--- config.mk ---
export PLATFORM = sky130hd
export DESIGN_NAME = uart_rx_axis_flat
export DESIGN_NICKNAME = d
export VERILOG_FILES = /design/src/rtl/uart_rx_axis_if.sv /design/src/rtl/uart_rx_axis.sv /design/src/flat_wrapper.sv
export SDC_FILE = /design/constraint.sdc
export NUM_CORES = 1
export LEC_CHECK = 0
export ABC_AREA = 1
export CORE_MARGIN = 1
export CORE_UTILIZATION = 59
export CTS_CLUSTER_SIZE = 24
export DETAILED_ROUTE_END_ITERATION = 7
export GPL_ROUTABILITY_DRIVEN = 0
export MAX_ROUTING_LAYER = met4
export PLACE_DENSITY = 0.87
export SKIP_LAST_GASP = 1
export SLEW_MARGIN = 20
export SYNTH_ARGS = -nofsm -noshare
export SYNTH_HDL_FRONTEND = slang
export SYNTH_SLANG_ARGS = --single-unit
--- constraint.sdc ---
create_clock -name clk -period 2.1 [get_ports clk]
set_input_delay 0.42 -clock clk [delete_from_list [all_inputs] [get_ports clk]]
set_output_delay 0.42 -clock clk [all_outputs]
set_load 0.02 [all_outputs]
--- src/rtl/uart_rx_axis_if.sv ---
// Stream handshake bundle carrying received UART words downstream.
interface uart_rx_axis_if #(
    parameter int unsigned DATA_WIDTH = 8
);
    logic [DATA_WIDTH-1:0] tdata;
    logic                  tvalid;
    logic                  tready;

    modport master (output tdata, output tvalid, input tready);
    modport slave  (input tdata, input tvalid, output tready);
endinterface

--- src/rtl/uart_rx_axis.sv ---
// UART receiver (8N1-style, DATA_WIDTH data bits, no parity) with a one-word stream output.
// Bit period is prescale*8 clk cycles; each bit is sampled near its centre.
module uart_rx_axis #(
    parameter int unsigned DATA_WIDTH = 8
) (
    input  logic                  clk,
    input  logic                  rst_n,
    input  logic                  rxd,
    input  logic [15:0]           prescale,
    uart_rx_axis_if.master        m_axis,
    output logic                  busy,
    output logic                  overrun_error,
    output logic                  frame_error
);

    localparam int unsigned CntW = 19;
    localparam int unsigned IdxW = $clog2(DATA_WIDTH + 1);

    typedef enum logic [1:0] {StIdle, StStart, StData, StStop} state_e;

    state_e                state;
    logic                  rxd_meta;
    logic                  rxd_sync;
    logic [15:0]           p_now;
    logic [15:0]           p_q;
    logic [CntW-1:0]       cnt;
    logic [CntW-1:0]       half_reload;
    logic [CntW-1:0]       bit_reload;
    logic [IdxW-1:0]       bit_idx;
    logic [DATA_WIDTH-1:0] shreg;

    // A prescale of zero would stall the counter, so treat it as one.
    assign p_now       = (prescale == 16'd0) ? 16'd1 : prescale;
    assign half_reload = {1'b0, p_now, 2'b00} - CntW'(1);
    // Full-bit reload uses the latched period so mid-frame prescale changes are ignored.
    assign bit_reload  = {p_q, 3'b000} - CntW'(1);

    // Two-flop synchronizer; resets to the idle line level.
    always_ff @(posedge clk or negedge rst_n) begin
        if (!rst_n) begin
            rxd_meta <= 1'b1;
            rxd_sync <= 1'b1;
        end else begin
            rxd_meta <= rxd;
            rxd_sync <= rxd_meta;
        end
    end

    // Receive FSM, shift register and registered stream/status outputs.
    always_ff @(posedge clk or negedge rst_n) begin
        if (!rst_n) begin
            state         <= StIdle;
            cnt           <= '0;
            p_q           <= '0;
            bit_idx       <= '0;
            shreg         <= '0;
            m_axis.tdata  <= '0;
            m_axis.tvalid <= 1'b0;
            busy          <= 1'b0;
            overrun_error <= 1'b0;
            frame_error   <= 1'b0;
        end else begin
            overrun_error <= 1'b0;
            frame_error   <= 1'b0;
            if (m_axis.tvalid && m_axis.tready) begin
                m_axis.tvalid <= 1'b0;
            end
            unique case (state)
                StIdle: begin
                    if (!rxd_sync) begin
                        p_q   <= p_now;
                        cnt   <= half_reload;
                        busy  <= 1'b1;
                        state <= StStart;
                    end
                end
                StStart: begin
                    if (cnt != '0) begin
                        cnt <= cnt - CntW'(1);
                    end else if (!rxd_sync) begin
                        cnt     <= bit_reload;
                        bit_idx <= '0;
                        state   <= StData;
                    end else begin
                        // Start bit did not hold to mid-bit: treat as a glitch.
                        busy  <= 1'b0;
                        state <= StIdle;
                    end
                end
                StData: begin
                    if (cnt != '0) begin
                        cnt <= cnt - CntW'(1);
                    end else begin
                        // LSB-first: shift in at the top so the first bit ends at bit 0.
                        shreg <= DATA_WIDTH'({rxd_sync, shreg} >> 1);
                        cnt   <= bit_reload;
                        if (bit_idx == IdxW'(DATA_WIDTH - 1)) begin
                            state <= StStop;
                        end else begin
                            bit_idx <= bit_idx + IdxW'(1);
                        end
                    end
                end
                StStop: begin
                    if (cnt != '0) begin
                        cnt <= cnt - CntW'(1);
                    end else begin
                        busy  <= 1'b0;
                        state <= StIdle;
                        if (rxd_sync) begin
                            m_axis.tdata  <= shreg;
                            m_axis.tvalid <= 1'b1;
                            // A same-cycle handshake consumes the old word, so no loss.
                            if (m_axis.tvalid && !m_axis.tready) begin
                                overrun_error <= 1'b1;
                            end
                        end else begin
                            frame_error <= 1'b1;
                        end
                    end
                end
                default: state <= StIdle;
            endcase
        end
    end

endmodule
--- src/flat_wrapper.sv ---
// flat-port wrapper written by rule: the top's interface ports become plain ports
module uart_rx_axis_flat 
#(
    parameter int unsigned DATA_WIDTH = 8
)
  (clk, rst_n, rxd, prescale, busy, overrun_error, frame_error, m_axis_tdata, m_axis_tvalid, m_axis_tready);
  uart_rx_axis_if #(.DATA_WIDTH(DATA_WIDTH)) m_axis_i ();
  input  logic clk;
  input  logic rst_n;
  input  logic rxd;
  input  logic [15:0] prescale;
  output logic busy;
  output logic overrun_error;
  output logic frame_error;
  output wire logic [$bits(m_axis_i.tdata)-1:0] m_axis_tdata;
  output wire logic [$bits(m_axis_i.tvalid)-1:0] m_axis_tvalid;
  input wire logic [$bits(m_axis_i.tready)-1:0] m_axis_tready;
  assign m_axis_tdata = m_axis_i.tdata;
  assign m_axis_tvalid = m_axis_i.tvalid;
  assign m_axis_i.tready = m_axis_tready;
  uart_rx_axis #(.DATA_WIDTH(DATA_WIDTH)) u_core (.clk(clk), .rst_n(rst_n), .rxd(rxd), .prescale(prescale), .m_axis(m_axis_i), .busy(busy), .overrun_error(overrun_error), .frame_error(frame_error));
endmodule
==> flow_summary_export.csv, run 1 <==
group,metric,value,unit
status,status,"completed",
sta,rsz0062_at_grt,"yes",
sta,slew_viol_final,0,
sta,setup_viol,0,
worst_setup_path,critPathLaunch,"prescale[14]",
logic_synthesis,syn_avg_cell_area,6.95,sq um
logic_synthesis,yosysTopAreaCell,"dfrtp_1",
worst_setup_path,crit_required,2.38,ns
drt,via_count,4711,
grt,use_met3,0.0735,
logic_synthesis,yosysTopAreaCellShare,0.352,
worst_setup_path,critPathLaunchType,"input port",
power_and_ir_drop,vdd_drop_max,0.000798,V
drt,post_drt_wl_per_cell,15.4,microns
grt,grt_pass1_wl,19500,microns
worst_setup_path,r2r_start,"u_core.cnt[13]",
logic_synthesis,synth_edf_count,0,
sta,worstMarginPinSlew,0.448,ns
floorplanning,fp-row-count,30,
hold_path,min_path_type,"in2async",
drt,drtAntennaViolNets,0,
floorplanning,die_height,87.7,microns
clocking,clk_latency,0.36,ns
flow_run,drv_cap,0,
grt,grtUsageMet2,0.540,
drt,viasPerCell,5.87,
grt,grt_overflow,0,
floorplanning,dieArea,0.00770,sq mm
sta,hold_violations,0,
clocking,path_clk_slew,0.08,ns
logic_synthesis,ys_ff_latch,63,
power_and_ir_drop,powerDensity,1230,mW/mm^2
logic_synthesis,async_flop_share,1.00,
drt,wl,12400,microns
drt,drc,0,
sta,timing.final.crit_period,2.04,ns
logic_synthesis,ys_types,41,
power_and_ir_drop,power,6.58,mW
worst_setup_path,critical_path_class,"in2reg",
worst_setup_path,worstSetupEndpointType,"flop",
placement,port_buffers,31,
grt,top_usage_layer,"met2",
final_layout,syn_to_final_growth,22.9,%
clocking,tritoncts,"yes",
final_layout,fin_nets,731,
clocking,ctsHoldBuffers,0,
worst_setup_path,cp.arrival,2.32,ns
final_layout,antenna_cells,0,
grt,grt_use_met1,0.417,
final_layout,drive_above_1_share,0.166,
floorplanning,chipWidth,87.7,microns
drt,drt_iter0_drc,541,
logic_synthesis,yosys-top-cells-area,"dfrtp_1 (35%), nand2_1 (17%), nor2_1 (6.8%)",
logic_synthesis,yosys_warnings,0,
power_and_ir_drop,p_leak,2.61,nW
worst_setup_path,reg2reg_depth,10,
worst_setup_path,path_max_fanout,4,
placement,dpl.hpwl,8650,microns
logic_synthesis,synth_nets,654,
clocking,cts_max_level,3,
logic_synthesis,syn_area,0.00434,sq mm
floorplanning,initial_core_util,0.625,
grt,grt_pass1_vias,4301,
clocking,numCtsBuffers,9,
sta,period_share,0.972,
clocking,cts_root_buffer,"clkbuf_8",
logic_synthesis,ys_seq_area_frac,0.364,
grt,grt_max_degree,35,
sta,maxSlewHeadroom,0.701,
final_layout,utilization,0.768,
floorplanning,io_pins,32,
floorplanning,core,0.00694,sq mm
clocking,clockBufferDepth,2,
clocking,clock-sinks,63,
sta,fin_skew,0.0154,ns
grt,antenna_found_initial,0,
grt,grt_usage,0.341,
final_layout,num-fill-cells,465,
sta,fmax,490,MHz
logic_synthesis,synthFlopType,"dfrtp_1",
logic_synthesis,synthCells,624,
drt,drtPass1Iterations,5,
[layer usage]
metal  up-vias  part of all wire
met3        77              0.11
met1      2141              0.38
li1       2164                 -
met5         -                 0
met4         0             0.040
met2       329              0.47
[critical path, cell delays in order]
cell	delay (ns)
clkdlybuf4s50_1	0.44
nor2_2	0.12
nand2_1	0.07
nor2_1	0.13
nand2_1	0.08
nand2_1	0.07
inv_1	0.06
ha_2	0.21
nand2_4	0.09
buf_4	0.11
o21ai_0	0.07
a21oi_1	0.20
nor2_1	0.07
a21oi_1	0.17
[cell families after synthesis]
logic type,count (synthesis),synth area share
xor+xnor,17,0.0343
simple gates,363,0.375
buf+inv,78,0.0759
fa+ha+maj,10,0.0289
flops,63,0.364
compound gates,93,0.122
[area by class of cell]
| type | instances | area [sq um] | share of cell area |
|---|---|---|---|
| Timing Repair Buffer | 76 | 676 | 0.127 |
| Sequential cell | 63 | 1580 | 0.296 |
| Multi-Input combinational cell | 484 | 2480 | 0.465 |
| Tap cell | 96 | 120 | 0.0225 |
| Clock inverter | 7 | 103 | 0.0192 |
| Inverter | 67 | 251 | 0.0472 |
| Clock buffer | 9 | 124 | 0.0232 |
[state kept, by name, indices dropped and copies added, names as in the netlist, named ones only]
name / flops
u_core.frame_error: 1
u_core.cnt: 19
u_core.rxd_sync: 1
u_core.p_q: 16
u_core.shreg: 8
u_core.m_axis.tvalid: 1
u_core.busy: 1
u_core.bit_idx: 4
u_core.rxd_meta: 1
u_core.overrun_error: 1
u_core.state: 1
u_core.m_axis.tdata: 8
[worst paths after layout]
kind | end | slack [ns]
worst max-delay path | u_core.cnt[6] | 0.06
worst min-delay path | u_core.cnt[1] | 0.07
worst max register to register | u_core.cnt[14] | 0.10
worst min register to register | u_core.rxd_sync | 0.35
max in group asynchronous | u_core.cnt[11] | 1.66
min in group clk | u_core.rxd_sync | 0.35
[stage by stage]
step | area, sq um | cells | setup slack (ns) | hold WS [ns] | TNS [ns]
after global routing | 5330 | 802 | -0.0542 | 0.112 | -0.221
after global placement | 4980 | 780 | -0.321 | 0.346 | -2.12
final | 5330 | 802 | 0.0590 | 0.0706 | 0
after floorplan | 4340 | 624 | 0.155 | 0.124 | 0
after detailed placement | 4980 | 780 | -0.448 | 0.348 | -3.29
after CTS | 5230 | 797 | 0.000891 | 0.0934 | 0
[synthesized netlist by cell type, types with 7 or more instances]
master     n
inv_1     63
o21ai_1    8
nor2_2     8
o21ai_0   39
nand4_1   10
xor2_1    10
a21oi_1   26
o21ai_2    9
dfrtp_1   61
nor2_4     9
xnor2_1    7
ha_1      10
nand3_1   43
nor2_1    78
nand2_1  195
[where the power goes]
part	internal (mW)	switching (mW)
registers	1.60	0.487
clock network	0.683	0.558
logic	1.16	2.10
[timing repair]
item	4_1_cts	5_1_grt
cloned	0	1
pin swaps	4	12
resized for setup	3	24
endpoints found under the hold margin	0	0
setup endpoints to repair	5	16
buffers inserted	1	4
[layout by cell type (no fill, tap or decap), drive strengths merged, types with 2 or more instances in the layout]
cell           synthesis  layout
clkbuf                 4       9
or2                    2       2
clkinv                 2       3
a22oi                  2       2
nor2                  95      96
buf                    7      46
ha                    10      10
nand4                 12      12
dlymetal6s2s           0      13
nand2                198     198
xor2                  10      10
nor3                   7       7
xnor2                  7       7
dfrtp                 61      61
dfstp                  2       2
inv                   65      68
bufinv                 0       2
clkdlybuf4s50          0      17
a21oi                 28      28
o31ai                  2       2
o21ai                 56      56
nand3                 46      46
Power figures use the tool's default switching activity.
==> run 2, diff against run 1 <==
--- a/config.mk
+++ b/config.mk
@@ -7,12 +7,12 @@
 export LEC_CHECK = 0
 export ABC_AREA = 1
 export CORE_MARGIN = 1
-export CORE_UTILIZATION = 59
+export CORE_UTILIZATION = 30
 export CTS_CLUSTER_SIZE = 24
 export DETAILED_ROUTE_END_ITERATION = 7
 export GPL_ROUTABILITY_DRIVEN = 0
 export MAX_ROUTING_LAYER = met4
-export PLACE_DENSITY = 0.87
+export PLACE_DENSITY = 0.53
 export SKIP_LAST_GASP = 1
 export SLEW_MARGIN = 20
 export SYNTH_ARGS = -nofsm -noshare
==> constraint.sdc (replaced) <==
create_clock -name clk -period 2.32 [get_ports clk]
set_input_delay 0.464 -clock clk [delete_from_list [all_inputs] [get_ports clk]]
set_output_delay 0.464 -clock clk [all_outputs]
set_load 0.02 [all_outputs]
==> run 2 against run 1 <==
Die area rose by 94%. Sequential share of layout area fell by 0.26 points. Largest cell class unchanged. Via count fell by 13%. Critical path depth fell by 1.
==> flow_summary_export.csv, run 2 (synthesized netlist as in run 1, its figures left out) <==
group,metric,value,unit
status,status,"completed",
final_layout,largest_reg_flops,19,
sta,rsz0062_at_grt,"no",
worst_setup_path,max_stage_delay,0.53,ns
final_layout,drive_above_1_share,0.139,
placement,dpl.hpwl,9050,microns
worst_setup_path,critPathLaunch,"prescale[11]",
grt,grt_overflow,0,
floorplanning,dieArea,0.0149,sq mm
worst_setup_path,path_buf_inv,2,
worst_setup_path,cp.depth,13,
worst_setup_path,reg2reg_depth,11,
worst_setup_path,crit_required,2.55,ns
power_and_ir_drop,powerDensity,1140,mW/mm^2
sta,worstMarginPinSlew,0.478,ns
grt,grt_usage,0.177,
worst_setup_path,r2r_slack,0.25,ns
drt,post_drt_wl_per_cell,13.6,microns
placement,place_inst,856,
final_layout,fin_nets,717,
drt,drtAntennaViolNets,0,
floorplanning,chipWidth,122,microns
floorplanning,die_height,122,microns
clocking,numCtsBuffers,9,
worst_setup_path,critical_path_class,"in2reg",
final_layout,final_common_cell,"nand2_1",
final_layout,syn_to_final_growth,24.0,%
clocking,clk_latency,0.35,ns
drt,via_count,4121,
final_layout,regMostFlops,"u_core.cnt",
worst_setup_path,crit_path_frequent_cell,"nand2_1",
placement,post-place-ws,-0.307,ns
clocking,cts_root_buffer,"clkbuf_16",
clocking,clockBufferDepth,2,
worst_setup_path,path_max_fanout,4,
grt,antenna_found_initial,0,
sta,setup_tns,0,ns
sta,hold_violations,0,
floorplanning,fp-row-count,43,
placement,port_buffers,31,
clocking,cts_setup_buffers,0,
floorplanning,core,0.0140,sq mm
sta,setup_viol,0,
final_layout,utilization,0.384,
worst_setup_path,path_cells,"clkdlybuf4s50_1 > nor2_1 > nand2_1 > nor2_1 > nand2_1 > nand2_1 > inv_1 > ha_1 > nand2_2 > nor3_1 > nand3_1 > a21oi_1 > a21oi_1",
final_layout,stdcell_area,0.00538,sq mm
clocking,tritoncts,"yes",
power_and_ir_drop,p_leak,2.47,nW
clocking,path_clk_slew,0.06,ns
power_and_ir_drop,vdd_drop_max,0.000447,V
drt,drt_iter0_drc,278,
worst_setup_path,r2r_start,"u_core.cnt[0]",
clocking,clock-sinks,63,
hold_path,min_path_type,"in2async",
drt,drtPass1Iterations,5,
clocking,cts_max_level,3,
sta,whs,0.131,ns
worst_setup_path,critPathTopFamily,"simple AND/OR/NAND/NOR gates",
worst_setup_path,r2r_end,"u_core.cnt[16]",
sta,fmax,459,MHz
final_layout,fin_cells,872,
final_layout,reg_top3,"u_core.cnt (19), u_core.p_q (16)",
grt,grt_max_degree,64,
worst_setup_path,worstSetupEndpointType,"flop",
grt,grt_pass1_vias,3849,
worst_setup_path,crit_path_top_delay_cell,"clkdlybuf4s50_1",
sta,period_share,0.938,
sta,fin_skew,0.00760,ns
flow_run,drv_cap,0,
sta,timing.final.crit_period,2.18,ns
worst_setup_path,cp.arrival,2.41,ns
power_and_ir_drop,power,6.11,mW
worst_setup_path,critPathLaunchType,"input port",
drt,wl,11900,microns
drt,drc,0,
drt,viasPerCell,4.73,
placement,placed_area,0.00504,sq mm
sta,slew_viol_final,0,
grt,grt_pass1_wl,19400,microns
final_layout,final_cell_mix,"nand2_1 (194), nor2_1 (74), inv_1 (63)",
sta,maxSlewHeadroom,0.679,
floorplanning,initial_core_util,0.310,
final_layout,antenna_cells,0,
sta,finalWorstSetupSlack,0.143,ns
floorplanning,io_pins,32,
final_layout,num-fill-cells,1496,
-- run 2: timing repair --
| action | in CTS | in global routing |
|---|---|---|
| hold buffers | 0 | 0 |
| setup endpoints to repair | 0 | 7 |
| gates resized for setup | 0 | 5 |
-- run 2: worst max-delay path by stage --
stage                endpoint
3_5_place_dp   u_core.cnt[12]
4_1_cts        u_core.cnt[12]
6_report       u_core.cnt[12]
2_1_floorplan   u_core.cnt[8]
5_1_grt        u_core.cnt[12]
3_3_place_gp   u_core.cnt[12]
-- run 2: where the power goes --
group	internal (mW)	leakage [nW]	total (mW)	switching, mW
logic	1.00	1.50	2.76	1.76
registers	1.45	0.809	1.87	0.425
clock network	0.947	0.153	1.47	0.525
total	3.40	2.47	6.11	2.71
-- run 2: cell type report --
type	count	area [sq um]	area share
clock inverter	6	93.8	0.0174
sequential	63	1580	0.294
clock buffer	10	229	0.0426
inverter	67	251	0.0468
timing repair buffer	63	558	0.104
tap	180	225	0.0419
multi-input combinational	483	2440	0.454
-- run 2: layer usage --
layer  up-vias  global-route usage  wire length [microns]
met2        97               0.262                   5260
met3        16              0.0321                    509
met1      1878               0.238                   5880
li1       2130                   -                      -
met5         -                   -                      0
met4         0              0.0671                    223
-- run 2: worst reg2reg max path: cells and delay by family, from the launching register on --
family                     cells  cell delay [ns]
DFF                            1             0.36
and+or+nand+nor                8             1.19
buffers and inverters          2             0.22
adders and majority gates      1             0.21
==> run 3, diff against run 2 <==
--- a/config.mk
+++ b/config.mk
@@ -8,13 +8,13 @@
 export ABC_AREA = 1
 export CORE_MARGIN = 1
 export CORE_UTILIZATION = 30
+export CTS_BUF_LIST = sky130_fd_sc_hd__clkbuf_16
 export CTS_CLUSTER_SIZE = 24
 export DETAILED_ROUTE_END_ITERATION = 7
 export GPL_ROUTABILITY_DRIVEN = 0
 export MAX_ROUTING_LAYER = met4
 export PLACE_DENSITY = 0.53
 export SKIP_LAST_GASP = 1
-export SLEW_MARGIN = 20
 export SYNTH_ARGS = -nofsm -noshare
 export SYNTH_HDL_FRONTEND = slang
 export SYNTH_SLANG_ARGS = --single-unit
==> run 3 against run 2 <==
Fmax hardly changed. Cell area stayed put. Clock power hardly changed. Global-route usage stayed put. Clock skew hardly changed. Critical endpoint unchanged. Die area stayed put. Largest cell class unchanged.
==> flow_summary_export.csv, run 3 (synthesized netlist as in run 1, its figures left out) <==
group,metric,value,unit
final_layout,antenna_cells,0,
sta,slew_viol_final,0,
grt,use_met3,0.0321,
final_layout,final_common_cell,"nand2_1",
sta,hold_violations,0,
clocking,cts_resized,0,
final_layout,largest_reg_flops,19,
final_layout,syn_to_final_growth,24.0,%
grt,grt_overflow,0,
final_layout,drive_above_1_share,0.139,
clocking,clock-sinks,63,
drt,drt_iter0_drc,278,
drt,wl,11900,microns
clocking,tritoncts,"yes",
clocking,clockBufferDepth,2,
sta,period_share,0.938,
sta,fmax,459,MHz
drt,drc,0,
drt,drtPass1Iterations,5,
grt,grt_pass1_wl,19400,microns
power_and_ir_drop,vdd_drop_max,0.000447,V
status,status,"completed",
drt,drtAntennaViolNets,0,
sta,setup_viol,0,
drt,viasPerCell,4.72,
sta,fin_skew,0.00770,ns
sta,worstMarginPinSlew,0.478,ns
floorplanning,core,0.0140,sq mm
grt,grtUsageMet2,0.262,
worst_setup_path,critPathLaunchType,"input port",
sta,setup_tns,0,ns
final_layout,final_cell_mix,"nand2_1 (194), nor2_1 (74), inv_1 (64)",
floorplanning,initial_core_util,0.310,
clocking,numCtsBuffers,9,
clocking,cts_setup_buffers,0,
final_layout,reg_top3,"u_core.cnt (19), u_core.p_q (16)",
grt,grt_pass1_vias,3849,
floorplanning,fp-row-count,43,
clocking,path_clk_slew,0.06,ns
placement,dpl.hpwl,9050,microns
floorplanning,io_pins,32,
power_and_ir_drop,powerDensity,1130,mW/mm^2
power_and_ir_drop,p_leak,2.47,nW
flow_run,drv_cap,0,
floorplanning,chipWidth,122,microns
clocking,clk_latency,0.35,ns
final_layout,fin_nets,717,
worst_setup_path,crit_required,2.55,ns
floorplanning,dieArea,0.0149,sq mm
grt,grt_use_met1,0.238,
grt,grt_usage,0.177,
final_layout,regMostFlops,"u_core.cnt",
power_and_ir_drop,power,6.10,mW
sta,timing.final.crit_period,2.18,ns
floorplanning,die_height,122,microns
sta,maxSlewHeadroom,0.679,
worst_setup_path,cp.arrival,2.41,ns
sta,rsz0062_at_grt,"no",
placement,port_buffers,31,
grt,grt_max_degree,64,
worst_setup_path,worstSetupEndpointType,"flop",
hold_path,min_path_type,"in2async",
grt,antenna_found_initial,0,
worst_setup_path,critical_path_class,"in2reg",
grt,top_usage_layer,"met2",
clocking,cts_max_level,3,
clocking,cts_root_buffer,"clkbuf_16",
final_layout,num-fill-cells,1496,
worst_setup_path,path_max_fanout,4,
drt,via_count,4118,
clocking,ctsHoldBuffers,0,
drt,post_drt_wl_per_cell,13.6,microns
-- run 3: cell types whose count changed in the layout (fill, tap and decap cells not counted) --
cell,previous run,this run
inv_1,63,64
clkbuf_1,1,0
-- run 3: critical path, stage by stage --
cell	delay (ns)
clkdlybuf4s50_1	0.53
nor2_1	0.08
nand2_1	0.08
nor2_1	0.04
nand2_1	0.07
nand2_1	0.07
inv_1	0.07
ha_1	0.18
nand2_2	0.09
nor3_1	0.30
nand3_1	0.12
a21oi_1	0.20
a21oi_1	0.09
-- run 3: area by class of cell --
cell class | instances | area (sq um) | area share
Clock buffer | 9 | 225 | 0.0419
Clock inverter | 7 | 97.6 | 0.0181
Inverter | 67 | 251 | 0.0468
Multi-Input combinational cell | 483 | 2440 | 0.454
Sequential cell | 63 | 1580 | 0.294
Tap cell | 180 | 225 | 0.0419
Timing Repair Buffer | 63 | 558 | 0.104
-- run 3: path summary, 6_finish.rpt --
| check | start | to | slack [ns] | cells after the start |
|---|---|---|---|---|
| max in group asynchronous | rst_n | u_core.rxd_meta | 1.87 | 2 |
| setup / recovery | prescale[11] | u_core.cnt[12] | 0.14 | 13 |
| hold reg to reg | u_core.rxd_meta | u_core.rxd_sync | 0.35 | 0 |
| setup reg to reg | u_core.cnt[0] | u_core.cnt[16] | 0.25 | 11 |
| hold / removal | rst_n | u_core.p_q[4] | 0.13 | 2 |
| min in group clk | u_core.rxd_meta | u_core.rxd_sync | 0.35 | 0 |
-- run 3: layer usage --
metal  share of wire  up-vias  wire, microns
li1                -     2130              -
met1            0.50     1877           5880
met2            0.44       95           5260
met3           0.043       16            505
met4           0.019        0            223
met5               0        -              0
-- run 3: through the flow --
stage               instances   util  setup slack, ns  instance area, sq um  hold slack, ns
floorplan                 624      -            0.331                  4340           0.168
global placement          856  0.360           -0.213                  5040           0.348
detailed placement        856  0.360           -0.307                  5040           0.347
CTS                       872  0.384           0.0579                  5370           0.154
global route              872  0.384         0.000144                  5380           0.167
finish                    872  0.384            0.143                  5380           0.131
-- run 3: power breakdown --
group | leakage, nW | total (mW) | internal [mW] | switching, mW
Sequential | 0.809 | 1.87 | 1.45 | 0.424
Combinational | 1.50 | 2.76 | 1.00 | 1.76
Clock | 0.157 | 1.47 | 0.943 | 0.526
Total | 2.47 | 6.10 | 3.39 | 2.71
